`config.mk`:
```
export PLATFORM = sky130hd
export DESIGN_NAME = mod_exp_ctrl
export DESIGN_NICKNAME = d
export VERILOG_FILES = /design/src/rtl/mod_exp_ctrl.sv
export SDC_FILE = /design/constraint.sdc
export NUM_CORES = 2
export LEC_CHECK = 0
export CORE_MARGIN = 1
export CORE_UTILIZATION = 67
export DETAILED_ROUTE_END_ITERATION = 12
export GPL_ROUTABILITY_DRIVEN = 0
export PLACE_DENSITY = 0.9
export SETUP_SLACK_MARGIN = 0.3
export SLEW_MARGIN = 20
export SYNTH_ARGS = -nofsm -noshare
export SYNTH_HDL_FRONTEND = slang
export SYNTH_SLANG_ARGS = --single-unit
```
`constraint.sdc`:
```
create_clock -name clk -period 16.5 [get_ports clk]
set_input_delay 3.3 -clock clk [delete_from_list [all_inputs] [get_ports clk]]
set_output_delay 3.3 -clock clk [all_outputs]
set_load 0.01 [all_outputs]
```
`src/rtl/mod_exp_ctrl.sv`:
```
// mod_exp_ctrl: modular-exponentiation sequencer, R = B^E mod N, computed by
// right-to-left binary square-and-multiply. Every reduction goes to an
// external shared `mod` unit over a four-phase go/done handshake.
//
// Ports:
//   clk, rst_n         system clock, asynchronous active-low reset
//   go                 start request (level, sampled only in IDLE)
//   base/exponent/modulus  B, E, N operands, captured when go is accepted
//   result, done, err  R (valid while done=1), completion, N=0 error flag
//   busy               high from go acceptance until done asserts
//   mod_x/mod_y/mod_go dividend, divisor and request to `mod`
//   mod_m/mod_done     remainder and completion from `mod`
//   op_count           (only with MODEXP_OP_COUNT_EN) count of completed
//                      `mod` handshakes in the current/last run
//
// Optional feature macro: MODEXP_OP_COUNT_EN
//
// state | meaning
// IDLE  | waiting for go
// RED   | set up the initial reduction b = B mod N
// STEP  | examine e: finish, multiply or square
// MUL   | set up acc*b
// SQR   | shift e, set up b*b unless e has run out
// REQ   | wait for mod_done low, then raise mod_go
// WAIT  | hold request until mod_done, latch remainder
// FIN   | done held until go drops
module mod_exp_ctrl #(
    parameter int W  = 32,
    parameter int MW = 2*W+1
) (
    input  logic          clk,
    input  logic          rst_n,
    input  logic          go,
    input  logic [W-1:0]  base,
    input  logic [W-1:0]  exponent,
    input  logic [W-1:0]  modulus,
    output logic [W-1:0]  result,
    output logic          done,
    output logic          busy,
    output logic          err,
`ifdef MODEXP_OP_COUNT_EN
    output logic [15:0]   op_count,
`endif
    output logic [MW-1:0] mod_x,
    output logic [MW-1:0] mod_y,
    output logic          mod_go,
    input  logic [MW-1:0] mod_m,
    input  logic          mod_done
);

    typedef enum logic [2:0] {
        S_IDLE, S_RED, S_STEP, S_MUL, S_SQR, S_REQ, S_WAIT, S_FIN
    } state_t;

    state_t          state, state_nxt;
    logic [W-1:0]    acc, acc_nxt, b, b_nxt, e, e_nxt, n, n_nxt;
    logic [W-1:0]    result_nxt;
    logic            done_nxt, busy_nxt, err_nxt, mod_go_nxt;
    logic [MW-1:0]   mod_x_nxt, mod_y_nxt;
    // Destination of the pending remainder: 1 = acc (multiply), 0 = b.
    logic            dst_acc, dst_acc_nxt;
    logic [W-1:0]    mul_lhs, e_shr;
    logic [2*W-1:0]  prod;
    logic            unused_mod_m_hi;
`ifdef MODEXP_OP_COUNT_EN
    logic [15:0]     op_count_nxt;
`endif

    // One shared W x W multiplier: acc*b in MUL, b*b otherwise.
    assign mul_lhs = (state == S_MUL) ? acc : b;
    assign prod    = (2*W)'(mul_lhs) * (2*W)'(b);
    assign e_shr   = e >> 1;
    // Remainder is always < N, so only the low W bits carry information.
    assign unused_mod_m_hi = ^mod_m[MW-1:W];

    always_ff @(posedge clk or negedge rst_n) begin
        if (!rst_n) begin
            state   <= S_IDLE;
            acc     <= '0;
            b       <= '0;
            e       <= '0;
            n       <= '0;
            dst_acc <= 1'b0;
            result  <= '0;
            done    <= 1'b0;
            busy    <= 1'b0;
            err     <= 1'b0;
            mod_go  <= 1'b0;
            mod_x   <= '0;
            mod_y   <= '0;
`ifdef MODEXP_OP_COUNT_EN
            op_count <= '0;
`endif
        end else begin
            state   <= state_nxt;
            acc     <= acc_nxt;
            b       <= b_nxt;
            e       <= e_nxt;
            n       <= n_nxt;
            dst_acc <= dst_acc_nxt;
            result  <= result_nxt;
            done    <= done_nxt;
            busy    <= busy_nxt;
            err     <= err_nxt;
            mod_go  <= mod_go_nxt;
            mod_x   <= mod_x_nxt;
            mod_y   <= mod_y_nxt;
`ifdef MODEXP_OP_COUNT_EN
            op_count <= op_count_nxt;
`endif
        end
    end

    always_comb begin
        state_nxt   = state;
        acc_nxt     = acc;
        b_nxt       = b;
        e_nxt       = e;
        n_nxt       = n;
        dst_acc_nxt = dst_acc;
        result_nxt  = result;
        done_nxt    = done;
        busy_nxt    = busy;
        err_nxt     = err;
        mod_go_nxt  = mod_go;
        mod_x_nxt   = mod_x;
        mod_y_nxt   = mod_y;
`ifdef MODEXP_OP_COUNT_EN
        op_count_nxt = op_count;
`endif
        case (state)
            S_IDLE: begin
                if (go) begin
                    b_nxt    = base;
                    e_nxt    = exponent;
                    n_nxt    = modulus;
                    busy_nxt = 1'b1;
`ifdef MODEXP_OP_COUNT_EN
                    op_count_nxt = '0;
`endif
                    if (modulus == '0) begin
                        err_nxt    = 1'b1;
                        result_nxt = '0;
                        state_nxt  = S_FIN;
                    end else if (modulus == W'(1)) begin
                        result_nxt = '0;
                        state_nxt  = S_FIN;
                    end else begin
                        acc_nxt   = W'(1);
                        state_nxt = S_RED;
                    end
                end
            end
            S_RED: begin
                mod_x_nxt   = MW'(b);
                mod_y_nxt   = MW'(n);
                dst_acc_nxt = 1'b0;
                state_nxt   = S_REQ;
            end
            S_STEP: begin
                if (e == '0) begin
                    result_nxt = acc;
                    state_nxt  = S_FIN;
                end else if (e[0]) begin
                    state_nxt = S_MUL;
                end else begin
                    state_nxt = S_SQR;
                end
            end
            S_MUL: begin
                mod_x_nxt   = MW'(prod);
                mod_y_nxt   = MW'(n);
                dst_acc_nxt = 1'b1;
                state_nxt   = S_REQ;
            end
            S_SQR: begin
                e_nxt = e_shr;
                // The square after the top bit would never be used.
                if (e_shr == '0) begin
                    state_nxt = S_STEP;
                end else begin
                    mod_x_nxt   = MW'(prod);
                    mod_y_nxt   = MW'(n);
                    dst_acc_nxt = 1'b0;
                    state_nxt   = S_REQ;
                end
            end
            S_REQ: begin
                // Four-phase: previous mod_done must have fallen first.
                if (!mod_done) begin
                    mod_go_nxt = 1'b1;
                    state_nxt  = S_WAIT;
                end
            end
            S_WAIT: begin
                if (mod_done) begin
                    mod_go_nxt = 1'b0;
`ifdef MODEXP_OP_COUNT_EN
                    op_count_nxt = op_count + 16'd1;
`endif
                    if (dst_acc) begin
                        acc_nxt   = mod_m[W-1:0];
                        state_nxt = S_SQR;
                    end else begin
                        b_nxt     = mod_m[W-1:0];
                        state_nxt = S_STEP;
                    end
                end
            end
            S_FIN: begin
                done_nxt = 1'b1;
                busy_nxt = 1'b0;
                // Only leave once done has been visible for at least a cycle.
                if (done && !go) begin
                    done_nxt  = 1'b0;
                    err_nxt   = 1'b0;
                    state_nxt = S_IDLE;
                end
            end
            default: state_nxt = S_IDLE;
        endcase
    end

endmodule

```
# Word level (Yosys, flattened, before mapping)
# Index checks and enable logic that the tools add are counted.
# op_classes
mux,45
mul,1
n_reduce_logical,25
eq_ne,20
add_sub_neg,0
bitwise_logic,0
div_mod_pow,0
order_cmp,0
shift,0
# op_table
cell,n
32-bit two-way mux,14
32-bit one-hot mux with 2 select lines,4
65-bit one-hot mux with 3 select lines,1
65-bit two-way mux,2
65-bit one-hot mux with 2 select lines,1
32-bit logical NOT,3
32-bit by 32-bit multiplier with 64-bit output,1
"32-bit by 1-bit == test with 1-bit output, second input constant",1
3-bit two-way mux,10
"2-bit inequality test, second input constant",11
3-bit one-hot mux with 7 select lines,1
4-bit AND reduction,4
"3-bit == test, second input constant",4
2-bit nonzero test,6
2-bit AND reduction,5
1-bit two-way mux,8
"3-bit by 2-bit == test with 1-bit output, second input constant",2
1-bit one-hot mux with 2 select lines,3
6-bit AND reduction,1
"3-bit by 1-bit == test with 1-bit output, second input constant",1
3-bit logical NOT,1
"3-bit inequality test, second input constant",1
1-bit one-hot mux with 3 select lines,1
3-bit AND reduction,1
other kinds (4),4
# word_totals
ram_bits,0
inputBits,165
latch_bits,0
n_memories,0
elab_cells,104
output_inout_bits,166
reg_bits,298
mem_bits_ro,0

# Longest topological paths before layout
# depth
word_depth,5
ltp_mapped,34
ltp_nobuf,30

# Worst setup path after synthesis
# OpenSTA, ideal clock, no wires.
# synth_path
kind,register to register
from,register state[0]
to,register mod_x[63]
synth_period_minus_slack_ns,8.432
setup_ns,0.121
setup_slack_ns,8.068
n_path_buf,4
arrival_time_ns,8.311
path_stages_with_launch,32
cell_sequence,dfrtp_1 > clkbuf_1 > clkinv_1 > nor2_1 > nand2_1 > buf_1 > mux2_2 > clkbuf_1 > and2_1 > fa_1 > fa_1 > inv_1 > fa_1 > fa_1 > inv_1 > fa_1 > fa_1 > fa_1 > inv_1 > fa_1 > inv_1 > ha_1 > buf_6 > a21o_1 > o21bai_4 > or3_1 > a2111oi_2 > o31a_4 > o41ai_4 > a31oi_1 > xnor2_1 > a22o_1
# synth_via
elab_chain_cells,5
word_cells_on_any_way,10
classes_between,mul (1); eq/ne (4); mux (3); reduce/logical (2)
# synth_rtl
item,line,source
"start, declared",55,"state_t state, state_nxt;"
"start signal, assigned",95,state <= state_nxt;
3-bit by 2-bit == test with 1-bit output,"70, 131",
32-bit two-way mux,70,assign mul_lhs = (state == S_MUL) ? acc : b;
32-bit by 32-bit multiplier with 64-bit output,71,assign prod = (2*W)'(mul_lhs) * (2*W)'(b);
65-bit two-way mux,179,if (e_shr == '0) begin
65-bit one-hot mux with 3 select lines,131,case (state)
"end signal, assigned",106,mod_x <= mod_x_nxt;
"end, declared",44,"output logic [MW-1:0] mod_x,"
# Parallel ways exist; a longest one is shown, timed or not. The select of a mux whose other input is x is not followed.
# A chain may end at the register's enable or synchronous reset.

# Worst setup path after layout
# layout_path
from,register state[0]
to,register mod_x[42]
# The elaborated chain is that of the path after synthesis.

==> results by group <==
STA
  • F_max: between 90 and 100 MHz
  • Count of final setup violators: 0
  • Setup_tns: 0 ns
  • Worst slew margin: between 20% and 30%
  • Final Hold Fails: 0
  • Least-Margin Pin Slew: 1.064 ns
  • Unrepaired setup endpoints after global routing: no
  • Max-slew violation count: 0
  • Period utilization: 66.25%
  • Fin crit period: roughly 11 ns
  • Fin Clk Skew: around 0.074 ns

Clocking
  • CTS Hold Bufs: 0
  • Root Buffer: clkbuf_16
  • CTS tree: built
  • Clock Pin Slew Worst Setup and Hold Paths: approximately 0.07 ns
  • CTS Sinks: ~260
  • Post_cts resized: 0
  • Post-CTS setup buffers: 0
  • Clk Latency, worst-skew pair: around 0.61 ns
  • CTS H-tree depth: 1
  • CTS Buffer Depth: 3
  • CTS buffer count: 28

Final layout
  • Layout area overhead: 8.485%
  • Final layout net count: approximately 6,300
  • Share of layout cells above drive strength 1: slightly above 4%
  • # fillers: between 4,000 and 5,000

Floorplanning
  • Die H: 260.5 um
  • IO Count: 331
  • Die width: between 200 and 300 um
  • Die ar.: 67,880 um2
  • Row Count: 94
  • Core ar.: between 60,000 and 70,000 um2
  • Initial Util: between 60% and 70%

Synth
  • Synth area leader: fa_1
  • Synthesized instance count: between 4,000 and 5,000
  • Top post-synthesis cells by area: fa_1, dfrtp_1, and2_1, ha_1, nand2_1
  • EDFF count, synth: 0
  • Yosys cell types: 72
  • Async SR Flop Fraction: 100.0%
  • Avg Cell Area, Syn: a little over 9 um2
  • Synth Register Bits: 264
  • Yosys top cell area share: 40.05%
  • Top-count cell post-synth: fa_1
  • Register area share after synthesis: ~15%
  • Synth Cell Area: 44,780 um2
  • Commonest cells in the netlist: fa_1, nand2_1, inv_1
  • Yosys Warn Count: 0
  • Top_reg_cell synth: dfrtp_1

Global routing
  • GRT Util Overall: ~40%
  • Number of global-route vias before repair: between 30,000 and 40,000
  • Pin count of the biggest net entering global routing: approximately 160
  • Global-route wire length before repair: approximately 210,000 um
  • Antenna violations before repair: 11
  • Total gr overflow: 0

Job
  • Max Cap Viol: 0

Route
  • Final wirelength: about 130,000 um
  • Post-DRT Antenna Nets: 0
  • DRC: 0
  • Avg WL per Cell: 22.26 um
  • First-pass DRT Iterations: 6
  • Initial DRC count: approximately 3,500
  • Via count: between 30,000 and 40,000
  • DR vias/cell: between 6 and 7

Worst setup path
  • Largest stage delay, worst path: 0.94 ns
  • CP max stage cell: mux2_2
  • Setup CP Type: register to register
  • Worst path required time: between 15 and 20 ns
  • CP Launch Type: register
  • Max FO, Critical Path: 56
  • Setup crit end kind: register
  • Most used cell, CP: fa_1
  • Critical Path AT: roughly 11 ns

Placement
  • Final HPWL DP: 95,630 um
  • IO buf count: approximately 260

Hold path
  • Worst min-delay path class: register to register

Status
  • Status: completed
==> sequential cells by signal, indices dropped and copies added, names as in the netlist, 3 cells and up <==
signal / count
e: 32
acc: 32
mod_y: 32
mod_x: 64
state: 3
n: 32
result: 32
b: 32
==> cell usage in the layout (no fill, tap or decap), drive strengths merged, types with 54 or more instances in the layout <==
cell,n
mux2,64
and2,582
inv,858
clkdlybuf4s50,262
nor2,120
nand2,861
ha,263
a21oi,99
fa,896
o21ai,167
buf,54
dfrtp,264
a31oi,54
==> cells by family after synthesis <==
family,share of synthesized area [%]
simple gates,17.80
mux,1.609
fa+ha+maj,47.40
flops,14.75
buf+inv,10.62
xor+xnor,1.154
compound gates,6.655
other cells,0.008374
==> cell type report <==
type / count / area, um2 / share of cell area (%)
Multi-Input combinational cell: 3462 / 33630 / 69.23
Sequential cell: 264 / 6614 / 13.61
Inverter: 858 / 3226 / 6.639
Timing Repair Buffer: 316 / 3048 / 6.274
Tap cell: 864 / 1081 / 2.225
Clock buffer: 39 / 812.0 / 1.671
Clock inverter: 12 / 155.1 / 0.3193
Antenna cell: 6 / 15.01 / 0.03090
==> worst max-delay path, delay by kind of cell, from the launching register on <==
kind | cells | cell delay, ns
buffers and inverters | 6 | 1.10
AO/OA/AOI/OAI | 5 | 1.29
multiplexers | 1 | 0.94
flip-flops | 1 | 0.73
adder cells (fa/ha/maj) | 9 | 4.38
XOR/XNOR | 1 | 0.37
AND/OR/NAND/NOR | 7 | 1.85
==> stage by stage <==
step	util [%]	setup WS (ns)	cells	instance area (um2)	hold slack (ns)
2_1_floorplan	-	8.068	4926	44910	0.4420
3_3_place_gp	72.14	6.085	5764	47600	0.4448
3_5_place_dp	72.14	5.954	5764	47600	0.4534
4_1_cts	73.61	5.831	5815	48570	0.4529
5_1_grt	73.63	5.274	5820	48580	0.4763
6_report	73.63	5.569	5821	48580	0.4506
==> layer usage <==
layer / track usage (%) / part of all wire [%] / wire length, um
met1: 49.31 / 34 / 43580
met2: 63.49 / 46 / 59990
met3: 11.83 / 13 / 16940
met4: 23.47 / 7.0 / 9043
met5: 0 / 0.035 / 45
==> path summary, 6_finish.rpt <==
path | endpoint | start | slack, ns | cells after the start
max in group asynchronous | b[11] | rst_n | 12.35 | 2
hold reg to reg | mod_y[14] | n[14] | 0.45 | 2
min in group asynchronous | mod_x[46] | rst_n | 2.76 | 1
hold / removal | mod_y[14] | n[14] | 0.45 | 2
setup reg to reg | mod_x[42] | state[0] | 5.57 | 29
setup / recovery | mod_x[42] | state[0] | 5.57 | 29
Power is left out: the tool's default activity adds up to more than one toggle a clock period on the data nets, which glitch-free logic cannot reach.
